## src/rtl/acc_drain_if.sv

```systemverilog
// rtl/acc_drain_if.sv - capture and result-stream signals of the accumulator drain stage
interface acc_drain_if #(
  parameter int N          = 4,
  parameter int DATA_WIDTH = 9,
  parameter int ACC_WIDTH  = 17,
  parameter int SHIFT_W    = 5
) ();
  logic                      capture_i;
  logic [N*ACC_WIDTH-1:0]    acc_i;
  logic [SHIFT_W-1:0]        shift_i;
  logic                      relu_en_i;
  logic                      out_ready_i;
  logic                      out_valid_o;
  logic [DATA_WIDTH-1:0]     out_data_o;
  logic [$clog2(N)-1:0]      out_idx_o;
  logic                      out_last_o;
  logic                      busy_o;
  logic                      overrun_o;

  modport master (
    output capture_i, acc_i, shift_i, relu_en_i, out_ready_i,
    input  out_valid_o, out_data_o, out_idx_o, out_last_o, busy_o, overrun_o
  );

  modport slave (
    input  capture_i, acc_i, shift_i, relu_en_i, out_ready_i,
    output out_valid_o, out_data_o, out_idx_o, out_last_o, busy_o, overrun_o
  );
endinterface

```

## src/rtl/acc_drain.sv

```systemverilog
// rtl/acc_drain.sv - capture a MAC row, requantize (ReLU, round, saturate) and stream it out
module acc_drain #(
  parameter int N          = 4,
  parameter int DATA_WIDTH = 9,
  parameter int ACC_WIDTH  = 17,
  parameter int SHIFT_W    = 5
) (
  input  logic        clk,
  input  logic        rst,
  acc_drain_if.slave  bus
);
  localparam int IDX_W = $clog2(N);
  localparam logic signed [ACC_WIDTH:0] SAT_MAX = (ACC_WIDTH+1)'((2 ** (DATA_WIDTH-1)) - 1);
  localparam logic signed [ACC_WIDTH:0] SAT_MIN = ~SAT_MAX;

  typedef enum logic {IDLE, DRAIN} state_t;

  state_t                 state;
  logic [N*ACC_WIDTH-1:0] buf_acc;
  logic [SHIFT_W-1:0]     buf_shift;
  logic                   buf_relu;
  logic [IDX_W-1:0]       idx;
  logic                   valid;
  logic                   busy;
  logic                   last;
  logic                   overrun;

  logic fire;
  logic final_hs;
  logic accept;

  assign fire     = valid && bus.out_ready_i;
  assign final_hs = fire && (idx == IDX_W'(N-1));
  // A new row may land on the last handshake so back-to-back drains have no bubble.
  assign accept   = bus.capture_i && ((state == IDLE) || final_hs);

  always_ff @(posedge clk) begin
    if (rst) begin
      state     <= IDLE;
      buf_acc   <= '0;
      buf_shift <= '0;
      buf_relu  <= 1'b0;
      idx       <= '0;
      valid     <= 1'b0;
      busy      <= 1'b0;
      last      <= 1'b0;
      overrun   <= 1'b0;
    end else begin
      if (accept) begin
        state     <= DRAIN;
        buf_acc   <= bus.acc_i;
        buf_shift <= bus.shift_i;
        buf_relu  <= bus.relu_en_i;
        idx       <= '0;
        valid     <= 1'b1;
        busy      <= 1'b1;
        last      <= (N == 1);
      end else if (final_hs) begin
        state <= IDLE;
        idx   <= '0;
        valid <= 1'b0;
        busy  <= 1'b0;
        last  <= 1'b0;
      end else if (fire) begin
        idx  <= idx + 1'b1;
        last <= ((idx + 1'b1) == IDX_W'(N-1));
      end
      if (bus.capture_i && !accept)
        overrun <= 1'b1;
    end
  end

  logic [ACC_WIDTH-1:0]      lane;
  logic signed [ACC_WIDTH:0] x;
  logic signed [ACC_WIDTH:0] rnd;
  logic signed [ACC_WIDTH:0] y;
  logic [DATA_WIDTH-1:0]     sat;
  int                        s_amt;

  // Sum is one bit wider than the accumulator so the rounding add cannot wrap.
  always_comb begin
    lane  = buf_acc[int'(idx)*ACC_WIDTH +: ACC_WIDTH];
    x     = {lane[ACC_WIDTH-1], lane};
    if (buf_relu && x[ACC_WIDTH])
      x = '0;
    s_amt = (int'(buf_shift) > ACC_WIDTH-1) ? ACC_WIDTH-1 : int'(buf_shift);
    rnd   = '0;
    if (s_amt > 0)
      rnd = (ACC_WIDTH+1)'(1) << (s_amt - 1);
    y     = (x + rnd) >>> s_amt;
    if (y > SAT_MAX)
      sat = SAT_MAX[DATA_WIDTH-1:0];
    else if (y < SAT_MIN)
      sat = SAT_MIN[DATA_WIDTH-1:0];
    else
      sat = y[DATA_WIDTH-1:0];
  end

  assign bus.out_valid_o = valid;
  assign bus.out_data_o  = valid ? sat : '0;
  assign bus.out_idx_o   = idx;
  assign bus.out_last_o  = last;
  assign bus.busy_o      = busy;
  assign bus.overrun_o   = overrun;
endmodule

```

## src/flat_wrapper.sv

```systemverilog
// flat-port wrapper written by rule: the top's interface ports become plain ports
module acc_drain_flat 
#(
  parameter int N          = 4,
  parameter int DATA_WIDTH = 9,
  parameter int ACC_WIDTH  = 17,
  parameter int SHIFT_W    = 5
)
  (clk, rst, bus_capture_i, bus_acc_i, bus_shift_i, bus_relu_en_i, bus_out_ready_i, bus_out_valid_o, bus_out_data_o, bus_out_idx_o, bus_out_last_o, bus_busy_o, bus_overrun_o);
  acc_drain_if #(.N(N), .DATA_WIDTH(DATA_WIDTH), .ACC_WIDTH(ACC_WIDTH), .SHIFT_W(SHIFT_W)) bus_i ();
  input  logic clk;
  input  logic rst;
  input wire logic [$bits(bus_i.capture_i)-1:0] bus_capture_i;
  input wire logic [$bits(bus_i.acc_i)-1:0] bus_acc_i;
  input wire logic [$bits(bus_i.shift_i)-1:0] bus_shift_i;
  input wire logic [$bits(bus_i.relu_en_i)-1:0] bus_relu_en_i;
  input wire logic [$bits(bus_i.out_ready_i)-1:0] bus_out_ready_i;
  output wire logic [$bits(bus_i.out_valid_o)-1:0] bus_out_valid_o;
  output wire logic [$bits(bus_i.out_data_o)-1:0] bus_out_data_o;
  output wire logic [$bits(bus_i.out_idx_o)-1:0] bus_out_idx_o;
  output wire logic [$bits(bus_i.out_last_o)-1:0] bus_out_last_o;
  output wire logic [$bits(bus_i.busy_o)-1:0] bus_busy_o;
  output wire logic [$bits(bus_i.overrun_o)-1:0] bus_overrun_o;
  assign bus_i.capture_i = bus_capture_i;
  assign bus_i.acc_i = bus_acc_i;
  assign bus_i.shift_i = bus_shift_i;
  assign bus_i.relu_en_i = bus_relu_en_i;
  assign bus_i.out_ready_i = bus_out_ready_i;
  assign bus_out_valid_o = bus_i.out_valid_o;
  assign bus_out_data_o = bus_i.out_data_o;
  assign bus_out_idx_o = bus_i.out_idx_o;
  assign bus_out_last_o = bus_i.out_last_o;
  assign bus_busy_o = bus_i.busy_o;
  assign bus_overrun_o = bus_i.overrun_o;
  acc_drain #(.N(N), .DATA_WIDTH(DATA_WIDTH), .ACC_WIDTH(ACC_WIDTH), .SHIFT_W(SHIFT_W)) u_core (.clk(clk), .rst(rst), .bus(bus_i));
endmodule
```

## config.mk

```make
export PLATFORM = sky130hd
export DESIGN_NAME = acc_drain_flat
export DESIGN_NICKNAME = d
export VERILOG_FILES = /design/src/rtl/acc_drain_if.sv /design/src/rtl/acc_drain.sv /design/src/flat_wrapper.sv
export SDC_FILE = /design/constraint.sdc
export NUM_CORES = 1
export LEC_CHECK = 0
export CAP_MARGIN = 20
export CELL_PAD_IN_SITES_DETAIL_PLACEMENT = 1
export CELL_PAD_IN_SITES_GLOBAL_PLACEMENT = 2
export CORE_MARGIN = 2
export CORE_UTILIZATION = 32
export CTS_CLUSTER_DIAMETER = 50
export DETAILED_ROUTE_END_ITERATION = 10
export GPL_TIMING_DRIVEN = 0
export HOLD_SLACK_MARGIN = 0.05
export PLACE_DENSITY = 0.84
export SETUP_SLACK_MARGIN = 0.02
export SYNTH_ARGS = -nofsm -noshare
export SYNTH_HDL_FRONTEND = slang
export SYNTH_SLANG_ARGS = --single-unit
```

## constraint.sdc

```tcl
create_clock -name clk -period 8.58 [get_ports clk]
set_input_delay 1.716 -clock clk [delete_from_list [all_inputs] [get_ports clk]]
set_output_delay 1.716 -clock clk [all_outputs]
set_load 0.005 [all_outputs]
```

==> metrics.txt, run 1 <==
status complete, no violations; post-synth net total 860; vias per cell 5.322; ys flop type dfxtp_1; largest net degree at the start of global routing 15; Hold Crit Start u_core.buf_acc[15]; RSZ-0062 raised after global routing no; Post-Syn Area 5851 sq um; worst reg-to-reg setup slack 5.90 ns; number of synthesized register bits 79; total negative setup slack 0 ns; Iteration-0 DRC Markers 237; row count 49; Worst Hold Slack 0.4548 ns; cell taking the most area after synthesis dfxtp_1; All-Layer GR Usage 20.70%; largest family of logic cells by synthesized area simple AND/OR/NAND/NOR gates; CTS H-tree lvls 3; Post-Synth Adder-Cell Area 4.833%; number of remaining DRC errors 0; ratio of cells with drive above 1 in the final layout 10.61%; CP top delay family compound AO/OA/AOI/OAI gates; top cell type's share of synthesized area 27.03%; number of warnings issued by yosys 0; WP data required 6.86 ns; Least-Margin Pin Slew 0.8213 ns; global-route wire length before repair 32.24 mm; CP bufs+invs 5; crit end category primary output; Crit Path Class register to primary output; CP Launch Type register; hold_buf cts 0; Syn Area/Cell 7.698 sq um; initial antenna violation count 0; fin crit period 8.094 ns; maximum clock frequency 0.1235 GHz; Crit path largest cell delay 0.46 ns; Final setup viols 0; initial core utilization 32.57%; CTS tree yes; Pre-antenna DRT Iters 4; later-pin clock latency in the skew report 0.34 ns; critical-path cell list buf_2, and2b_2, inv_1, clkbuf_8, clkbuf_8, ha_1, o21ba_2, nor4_4, nor2_1, nand3_1, nor2_1, ha_1, fa_1, a211oi_2, o211ai_4, a211oi_4, mux2i_1, o211ai_1, o221a_4, o21ai_1, nand4_1, o2111ai_4, o22ai_1, clkdlybuf4s50_1; met1 Track Usage GR 26.63%; routed len/inst 18.24 microns; max-slew violations 0; Post-synth EDFFs 0; port bufs 91; postcts setup bufs 0; post-route clock skew 0.006807 ns; DIE AREA 19380 sq um; register area 1582 sq um; CTS Buf Count 9; post-DP HPWL 16.18 mm; post-CTS sizing 0; VDD IR-drop max 0.09937 mV; CTS sink count 79; Hold Crit Class register to register; crit share post-route 94.34%; clock buffer depth 2; antenna fix cells 0; Worst Hold End u_core.buf_acc[15]; M3 GR Usage 2.650%; Hold Fails Final Rpt 0; sequential-to-total area share from yosys stat 27.03%; vias in the first global route 6199; Max Cap Viol 0; Root Buffer clkbuf_16; top post-synthesis cells by area dfxtp_1 27%, nand2_1 12%, a21oi_1 9.5%, mux4_2 7.3%, ha_1 4.5%; slowest stage cell, crit path fa_1; synth unique cells 79; post-layout net count 962; post-synthesis xor/xnor area fraction 1.796%; multiplexer share of the synthesized area 9.880%; final wirelength 19.99 mm; r2r startpoint u_core.state; Pwr per Cell Area 141.9 nW/um^2; fillers 2221; Cells after Synth 760; Layout area overhead 26.24%; most crowded layer after global routing met2; grt ovf 0; slew margin rel. 45.25%; Leak 2.710 nW; Vias 5833; Hold Crit Depth 2; Crit path arrival time 6.38 ns; Synth Area in Compound Gates 24.42%; Inst Count DP 1080; Clock transition at path regs 0.06 ns; GPL Wtd Cong 0.8384; I/O pin count 93; Chip Width 139.2 microns; met2 usage 36.63%; r2r endpoint u_core.buf_acc[63]; Pwr Total 1.048 mW; CP max FO 10; Die H 139.2 microns; Simple-Gate Fraction of Synth Area 26.09%; antenna-violating nets left 0; R2R cell count 7; fraction of registers with async set/reset 0%; Post-Layout Cell Count 1096; CP startpoint u_core.buf_shift[4]; total core area 17960 sq um; multi-input combinational cell area 3960 sq um
==> metrics by stage <==
| stage | utilization, % | setup WS (ns) | area, sq um |
|---|---|---|---|
| 5_1_grt | 41.12 | 0.05616 | 7386 |
| 4_1_cts | 40.90 | 0.2801 | 7347 |
| 3_3_place_gp | 39.24 | 0.6207 | 7048 |
| 2_1_floorplan | - | 2.038 | 5851 |
| 6_report | 41.12 | 0.4858 | 7386 |
| 3_5_place_dp | 39.24 | 0.6445 | 7048 |
==> layer usage <==
metal	up-vias	wire length, microns	part of all wire [%]
li1	2905	-	-
met1	2793	9221	46
met2	114	9877	49
met3	21	548	2.7
met4	0	346	1.7
met5	-	0	0
==> cell usage in the layout, fill, tap and decap left out, types with 9 or more instances in the layout <==
| master | count |
|---|---|
| xnor2_1 | 11 |
| nor2_1 | 51 |
| a21oi_1 | 111 |
| inv_1 | 9 |
| nor3_1 | 17 |
| o21ai_0 | 9 |
| dfxtp_1 | 79 |
| clkbuf_1 | 32 |
| nand3_1 | 9 |
| mux2i_1 | 15 |
| nand2_1 | 194 |
| mux4_2 | 19 |
| clkdlybuf4s50_1 | 91 |
| ha_1 | 21 |
| nor2b_1 | 20 |
| clkbuf_16 | 9 |
==> final cells by class <==
type | count | area share [%]
Buffer | 52 | 4.100
Inverter | 12 | 0.6099
Clock buffer | 10 | 3.100
Multi-Input combinational cell | 617 | 53.62
Sequential cell | 79 | 21.41
Clock inverter | 6 | 0.9487
Timing Repair Buffer | 91 | 12.33
Tap cell | 229 | 3.879
==> cells by family after synthesis <==
family	Yosys count
multiplexers	34
adder cells (fa/ha/maj)	22
AO/OA/AOI/OAI	211
flip-flops	79
XOR/XNOR	12
buffers and inverters	64
AND/OR/NAND/NOR	338
==> synth_stat cells (3+ instances only) <==
library cell / number
a22oi_1: 3
nand2b_1: 3
dfxtp_1: 79
ha_1: 21
clkbuf_8: 7
nand3_1: 9
or3_1: 5
mux2i_1: 15
mux4_2: 19
buf_6: 3
buf_4: 3
xnor2_1: 11
o22ai_1: 6
a21o_1: 6
nand3b_1: 3
nor2_1: 51
o21ai_1: 8
nand4_1: 7
and2_1: 4
nor3b_1: 3
o21a_1: 8
a211oi_1: 6
and3_1: 3
clkbuf_1: 31
nand2_1: 194
a21oi_1: 111
nor4_2: 3
a211oi_2: 6
o21ai_0: 9
inv_1: 9
buf_1: 5
nor3_1: 17
and2_0: 3
nor2b_1: 20
buf_2: 3
o211ai_1: 8
==> state kept, by name, summed over array words and instances, names as in the netlist <==
register / cells
u_core.buf_shift: 5
u_core.buf_acc: 68
u_core.buf_relu: 1
u_core.bus.out_last_o: 1
u_core.bus.overrun_o: 1
u_core.bus.out_idx_o: 2
u_core.state: 1
==> worst reg2reg max path: stages (launching register included) <==
cell      delay (ns)
dfxtp_1         0.52
inv_1           0.24
a21oi_1         0.35
nand2b_1        0.18
clkbuf_1        0.45
buf_1           0.57
nand2_1         0.13
a21oi_1         0.16
==> how the worst max path moves through the flow <==
stage	end	slack, ns	depth (start not counted)
3_5_place_dp	bus_out_data_o[1]	0.64	24
4_1_cts	bus_out_data_o[1]	0.28	24
6_report	bus_out_data_o[1]	0.49	24
2_1_floorplan	bus_out_data_o[0]	2.04	22
5_1_grt	bus_out_data_o[1]	0.06	22
3_3_place_gp	bus_out_data_o[1]	0.62	24
==> power by group <==
group	switching, mW	leakage, nW	internal [mW]
registers	0.0126	0.648	0.387
logic	0.144	1.93	0.121
clock network	0.157	0.135	0.227
total	0.313	2.71	0.735
Power figures use the tool's default switching activity.
==> run 2, diff against run 1 <==
--- a/config.mk
+++ b/config.mk
@@ -5,16 +5,17 @@
 export SDC_FILE = /design/constraint.sdc
 export NUM_CORES = 1
 export LEC_CHECK = 0
+export ABC_AREA = 1
 export CAP_MARGIN = 20
 export CELL_PAD_IN_SITES_DETAIL_PLACEMENT = 1
 export CELL_PAD_IN_SITES_GLOBAL_PLACEMENT = 2
 export CORE_MARGIN = 2
-export CORE_UTILIZATION = 32
+export CORE_UTILIZATION = 28
 export CTS_CLUSTER_DIAMETER = 50
 export DETAILED_ROUTE_END_ITERATION = 10
 export GPL_TIMING_DRIVEN = 0
 export HOLD_SLACK_MARGIN = 0.05
-export PLACE_DENSITY = 0.84
+export PLACE_DENSITY = 0.82
 export SETUP_SLACK_MARGIN = 0.02
 export SYNTH_ARGS = -nofsm -noshare
 export SYNTH_HDL_FRONTEND = slang
==> metrics.txt, run 2 <==
GPL Wtd Cong 0.8437; status complete, no violations; Root Buffer clkbuf_16; port bufs 92; DIE AREA 21180 sq um; sequential-to-total area share from yosys stat 28.20%; Syn Area/Cell 6.030 sq um; final wirelength 21.43 mm; Hold Fails Final Rpt 0; synth unique cells 37; I/O pin count 93; clock buffer depth 2; top cell type's share of synthesized area 28.20%; vias per cell 4.898; fin crit period 7.972 ns; Hold Crit Class register to register; CTS tree yes; total negative setup slack 0 ns; Layout area overhead 28.16%; CTS Buf Count 9; Crit Path Class register to primary output; maximum clock frequency 0.1254 GHz; Pwr Total 1.171 mW; Post-synth EDFFs 0; antenna-violating nets left 0; initial core utilization 28.63%; Combinational Power Share 29.9%; max reg flops 68; power share of the sequential group 35.4%; antenna fix cells 0; RSZ-0062 raised after global routing no; later-pin clock latency in the skew report 0.33 ns; slowest stage cell, crit path clkdlybuf4s50_1; post-layout net count 1133; CP Launch Type register; power share of the clock group 34.7%; Clock transition at path regs 0.06 ns; leading cell type in the layout, fill and taps excluded nor2_1; Psw 0.3797 mW; vias in the first global route 6666; Post-Layout Cell Count 1301; VDD IR-drop max 0.08581 mV; crit end category primary output; top post-synthesis cells by area dfxtp_1 28%, nor2_1 16%, o21ai_0 11%, nand2_1 10%, nand3_1 8.6%; Die H 145.5 microns; Crit path largest cell delay 0.52 ns; Leak 3.244 nW; Reg with most FFs u_core.buf_acc; slew margin rel. 42.55%; WP data required 6.86 ns; number of warnings issued by yosys 0; fraction of registers with async set/reset 0%; Pre-antenna DRT Iters 4; number of remaining DRC errors 0; largest net degree at the start of global routing 13; max-slew violations 0; Vias 6372; CP max FO 10; CTS H-tree lvls 3; Inst Count DP 1287; Pwr per Cell Area 162.9 nW/um^2; post-route clock skew 0.005036 ns; ys flop type dfxtp_1; row count 51; Final setup viols 0; Int Pwr 0.7911 mW; Cells after Synth 930; CTS sink count 79; Post-synth top cells 241 x nor2_1, 150 x nand2_1, 121 x o21ai_0; grt ovf 0; Worst path most repeated cell nand2_1; All-Layer GR Usage 20.55%; Post-Syn Area 5608 sq um; commonest non-fill, non-tap cells in the layout 241 x nor2_1, 150 x nand2_1, 120 x o21ai_0; number of synthesized register bits 79; global-route wire length before repair 35.14 mm; initial antenna violation count 0; Least-Margin Pin Slew 0.8585 ns; Iteration-0 DRC Markers 288; most frequent cell after synthesis nor2_1; post-DP HPWL 17.67 mm; sw frac 32.43%; crit share post-route 92.91%; total core area 19590 sq um; ratio of cells with drive above 1 in the final layout 4.151%; post-synth net total 1030; Crit path arrival time 6.26 ns; cell taking the most area after synthesis dfxtp_1; Chip Width 145.5 microns; Max Cap Viol 0; routed len/inst 16.47 microns
[run 2: routing by layer]
| layer | vias to the layer above | share of wire, % | GRT usage (%) |
|---|---|---|---|
| met5 | - | 0 | 0 |
| met4 | 0 | 3.0 | 7.255 |
| met3 | 27 | 2.0 | 1.912 |
| met2 | 91 | 47 | 35.12 |
| met1 | 2974 | 48 | 27.11 |
| li1 | 3280 | - | - |
[run 2: repair_timing]
| action | 4_1_cts | 5_1_grt |
|---|---|---|
| setup buffers | 0 | 0 |
| hold endpoints to repair | 0 | 0 |
| endpoints found under the setup margin | 0 | 8 |
| hold buffers | 0 | 0 |
| resized for setup | 0 | 9 |
[run 2: cell type report]
class	instances	area, sq um
Inverter	65	244.0
Multi-Input combinational cell	736	3597
Tap cell	265	331.6
Fill cell	2610	12400
Sequential cell	79	1582
Timing Repair Buffer	92	920.9
Buffer	50	200.2
Clock buffer	11	242.7
Clock inverter	3	68.82
[run 2: critical path, delay by kind of cell (launching register included)]
family,cells,cell delay [ns]
compound gates,2,0.44
fa+ha+maj,4,1.28
buf+inv,6,1.38
flops,1,0.44
simple gates,21,2.36
[run 2: cells by family (layout without fill, tap and decap cells)]
family	after synthesis	in the layout	share of synthesized area, %
buf+inv	115	221	7.853
flops	79	79	28.20
simple gates	520	520	39.18
compound gates	186	186	18.14
xor+xnor	8	8	1.584
fa+ha+maj	22	22	5.042
[run 2: stage by stage]
| stage | util (%) | setup slack [ns] | cell area (sq um) | hold WS [ns] |
|---|---|---|---|---|
| 6_report | 36.69 | 0.6080 | 7187 | 0.4714 |
| 5_1_grt | 36.69 | 0.01306 | 7187 | 0.5052 |
| 4_1_cts | 36.61 | 0.1966 | 7172 | 0.4747 |
| 3_5_place_dp | 35.02 | 0.5968 | 6860 | 0.4655 |
| 3_3_place_gp | 35.02 | 0.6434 | 6860 | 0.4537 |
| 2_1_floorplan | - | 2.333 | 5608 | 0.4453 |
[run 2: worst paths after layout]
path,startpoint,endpoint,slack (ns),cells past startpoint
max reg2reg,u_core.bus.out_idx_o[1],u_core.buf_acc[27],5.82,10
min reg2reg,u_core.bus.out_last_o,u_core.bus.out_last_o,0.47,2
min,u_core.bus.out_last_o,u_core.bus.out_last_o,0.47,2
max,u_core.buf_shift[4],bus_out_data_o[7],0.61,33
[run 2: power groups by stage]
stage                     clock network, mW  logic (mW)  registers [mW]
after floorplan                           0       0.217           0.414
after global placement                    0       0.345           0.422
after detailed placement                  0       0.348           0.422
after CTS                             0.413       0.351           0.414
after global routing                  0.427       0.397           0.418
final                                 0.407       0.350           0.414
==> run 3, diff against run 2 <==
--- a/config.mk
+++ b/config.mk
@@ -8,14 +8,14 @@
 export ABC_AREA = 1
 export CAP_MARGIN = 20
 export CELL_PAD_IN_SITES_DETAIL_PLACEMENT = 1
-export CELL_PAD_IN_SITES_GLOBAL_PLACEMENT = 2
+export CELL_PAD_IN_SITES_GLOBAL_PLACEMENT = 1
 export CORE_MARGIN = 2
-export CORE_UTILIZATION = 28
+export CORE_UTILIZATION = 29
 export CTS_CLUSTER_DIAMETER = 50
 export DETAILED_ROUTE_END_ITERATION = 10
 export GPL_TIMING_DRIVEN = 0
 export HOLD_SLACK_MARGIN = 0.05
-export PLACE_DENSITY = 0.82
+export PLACE_DENSITY = 0.68
 export SETUP_SLACK_MARGIN = 0.02
 export SYNTH_ARGS = -nofsm -noshare
 export SYNTH_HDL_FRONTEND = slang
==> constraint.sdc (replaced) <==
create_clock -name clk -period 8.58 [get_ports clk]
set_input_delay 1.287 -clock clk [delete_from_list [all_inputs] [get_ports clk]]
set_output_delay 1.287 -clock clk [all_outputs]
set_load 0.005 [all_outputs]
==> metrics.txt, run 3 (same netlist as run 2, synthesis figures left out) <==
leading cell type in the layout, fill and taps excluded nor2_1; Hold Crit Depth 2; Leak 3.231 nW; Crit path arrival time 6.46 ns; Crit path largest cell delay 0.50 ns; fin crit period 7.747 ns; R2R cell count 10; total core area 18830 sq um; CTS sink count 79; max-slew violations 0; post-route clock skew 0.006226 ns; CTS H-tree lvls 3; Die H 143.1 microns; Reg with most FFs u_core.buf_acc; Inst Count DP 1282; status complete, no violations; Chip Width 143.1 microns; antenna-violating nets left 0; max reg flops 68; post-layout net count 1133; Clock transition at path regs 0.06 ns; largest net degree at the start of global routing 14; final wirelength 21.02 mm; Crit Path Class register to primary output; Pwr per Cell Area 160.8 nW/um^2; vias in the first global route 6511; Final Util 37.97%; Worst path most repeated cell nand2_1; hold_buf cts 0; ratio of cells with drive above 1 in the final layout 3.954%; grt ovf 0; Hold Fails Final Rpt 0; global-route wire length before repair 33.83 mm; row count 50; final instance area 7151 sq um; commonest non-fill, non-tap cells in the layout 241 x nor2_1, 150 x nand2_1, 120 x o21ai_0; CTS tree yes; I/O pin count 93; slew margin rel. 41.32%; CTS Buf Count 9; routed len/inst 16.20 microns; Root Buffer clkbuf_16; initial antenna violation count 0; CP max FO 10; Layout area overhead 27.51%; Least-Margin Pin Slew 0.8770 ns; clock buffer depth 2; Vias 6449; worst reg-to-reg setup slack 5.74 ns; slowest stage cell, crit path clkdlybuf4s50_1; crit end category primary output; Post-Layout Cell Count 1297; VDD IR-drop max 0.08337 mV; Pre-antenna DRT Iters 5; maximum clock frequency 0.1291 GHz; total negative setup slack 0 ns; initial core utilization 29.78%; GPL Wtd Cong 0.8682; Iteration-0 DRC Markers 321; WP data required 7.29 ns; antenna fix cells 0; RSZ-0062 raised after global routing no; later-pin clock latency in the skew report 0.34 ns; Hold Crit Class register to register; Final setup viols 0; CP Launch Type register; post-DP HPWL 17.41 mm; number of remaining DRC errors 0; Post-DP Area 6854 sq um; Max Cap Viol 0; DIE AREA 20470 sq um; crit share post-route 90.29%; All-Layer GR Usage 21.09%; vias per cell 4.972; port bufs 92
==> run 3: worst paths after layout <==
path / startpoint / to
worst max-delay path: u_core.buf_shift[4] / bus_out_data_o[3]
worst min-delay path: u_core.bus.out_last_o / u_core.bus.out_last_o
worst max register to register: u_core.bus.out_idx_o[1] / u_core.buf_acc[25]
worst min register to register: u_core.bus.out_last_o / u_core.bus.out_last_o
==> run 3: routing by layer <==
metal | share of wire [%] | routed length, microns | GRT usage, %
met3 | 2.6 | 541 | 1.811
met2 | 48 | 10160 | 37.17
met5 | 0 | 0 | 0
met4 | 1.5 | 306 | 4.638
met1 | 48 | 10010 | 27.95
==> run 3: what timing repair did <==
item,4_1_cts,5_1_grt
setup endpoints to repair,0,7
buffers inserted,0,0
resized for setup,0,1
hold endpoints to repair,0,0
==> run 3: stage by stage <==
step           setup WS [ns]  hold slack, ns  power [mW]
2_1_floorplan          2.762          0.4453      0.6306
3_3_place_gp           1.055          0.4548      0.7644
3_5_place_dp           1.018          0.4662      0.7672
4_1_cts               0.6246          0.4761       1.156
5_1_grt               0.1580          0.4978       1.219
6_report              0.8334          0.4710       1.150
==> run 3: critical path, delay by kind of cell, from the launching register on <==
kind	cells	cell delay [ns]
simple gates	21	2.37
buf+inv	6	1.57
fa+ha+maj	4	1.30
compound gates	2	0.45
flops	1	0.43
==> run 3: where the power goes <==
part	switching, mW	internal (mW)
clock network	0.158	0.232
logic	0.210	0.135
registers	0.0195	0.395
total	0.388	0.763
==> run 3: cell type report <==
type | instances | area (sq um)
sequential | 79 | 1582
clock inverter | 5 | 57.56
multi-input combinational | 736 | 3586
buffer | 50 | 196.4
clock buffer | 10 | 239.0
inverter | 65 | 244.0
fill | 2515 | 11680
timing repair buffer | 92 | 920.9
tap | 260 | 325.3
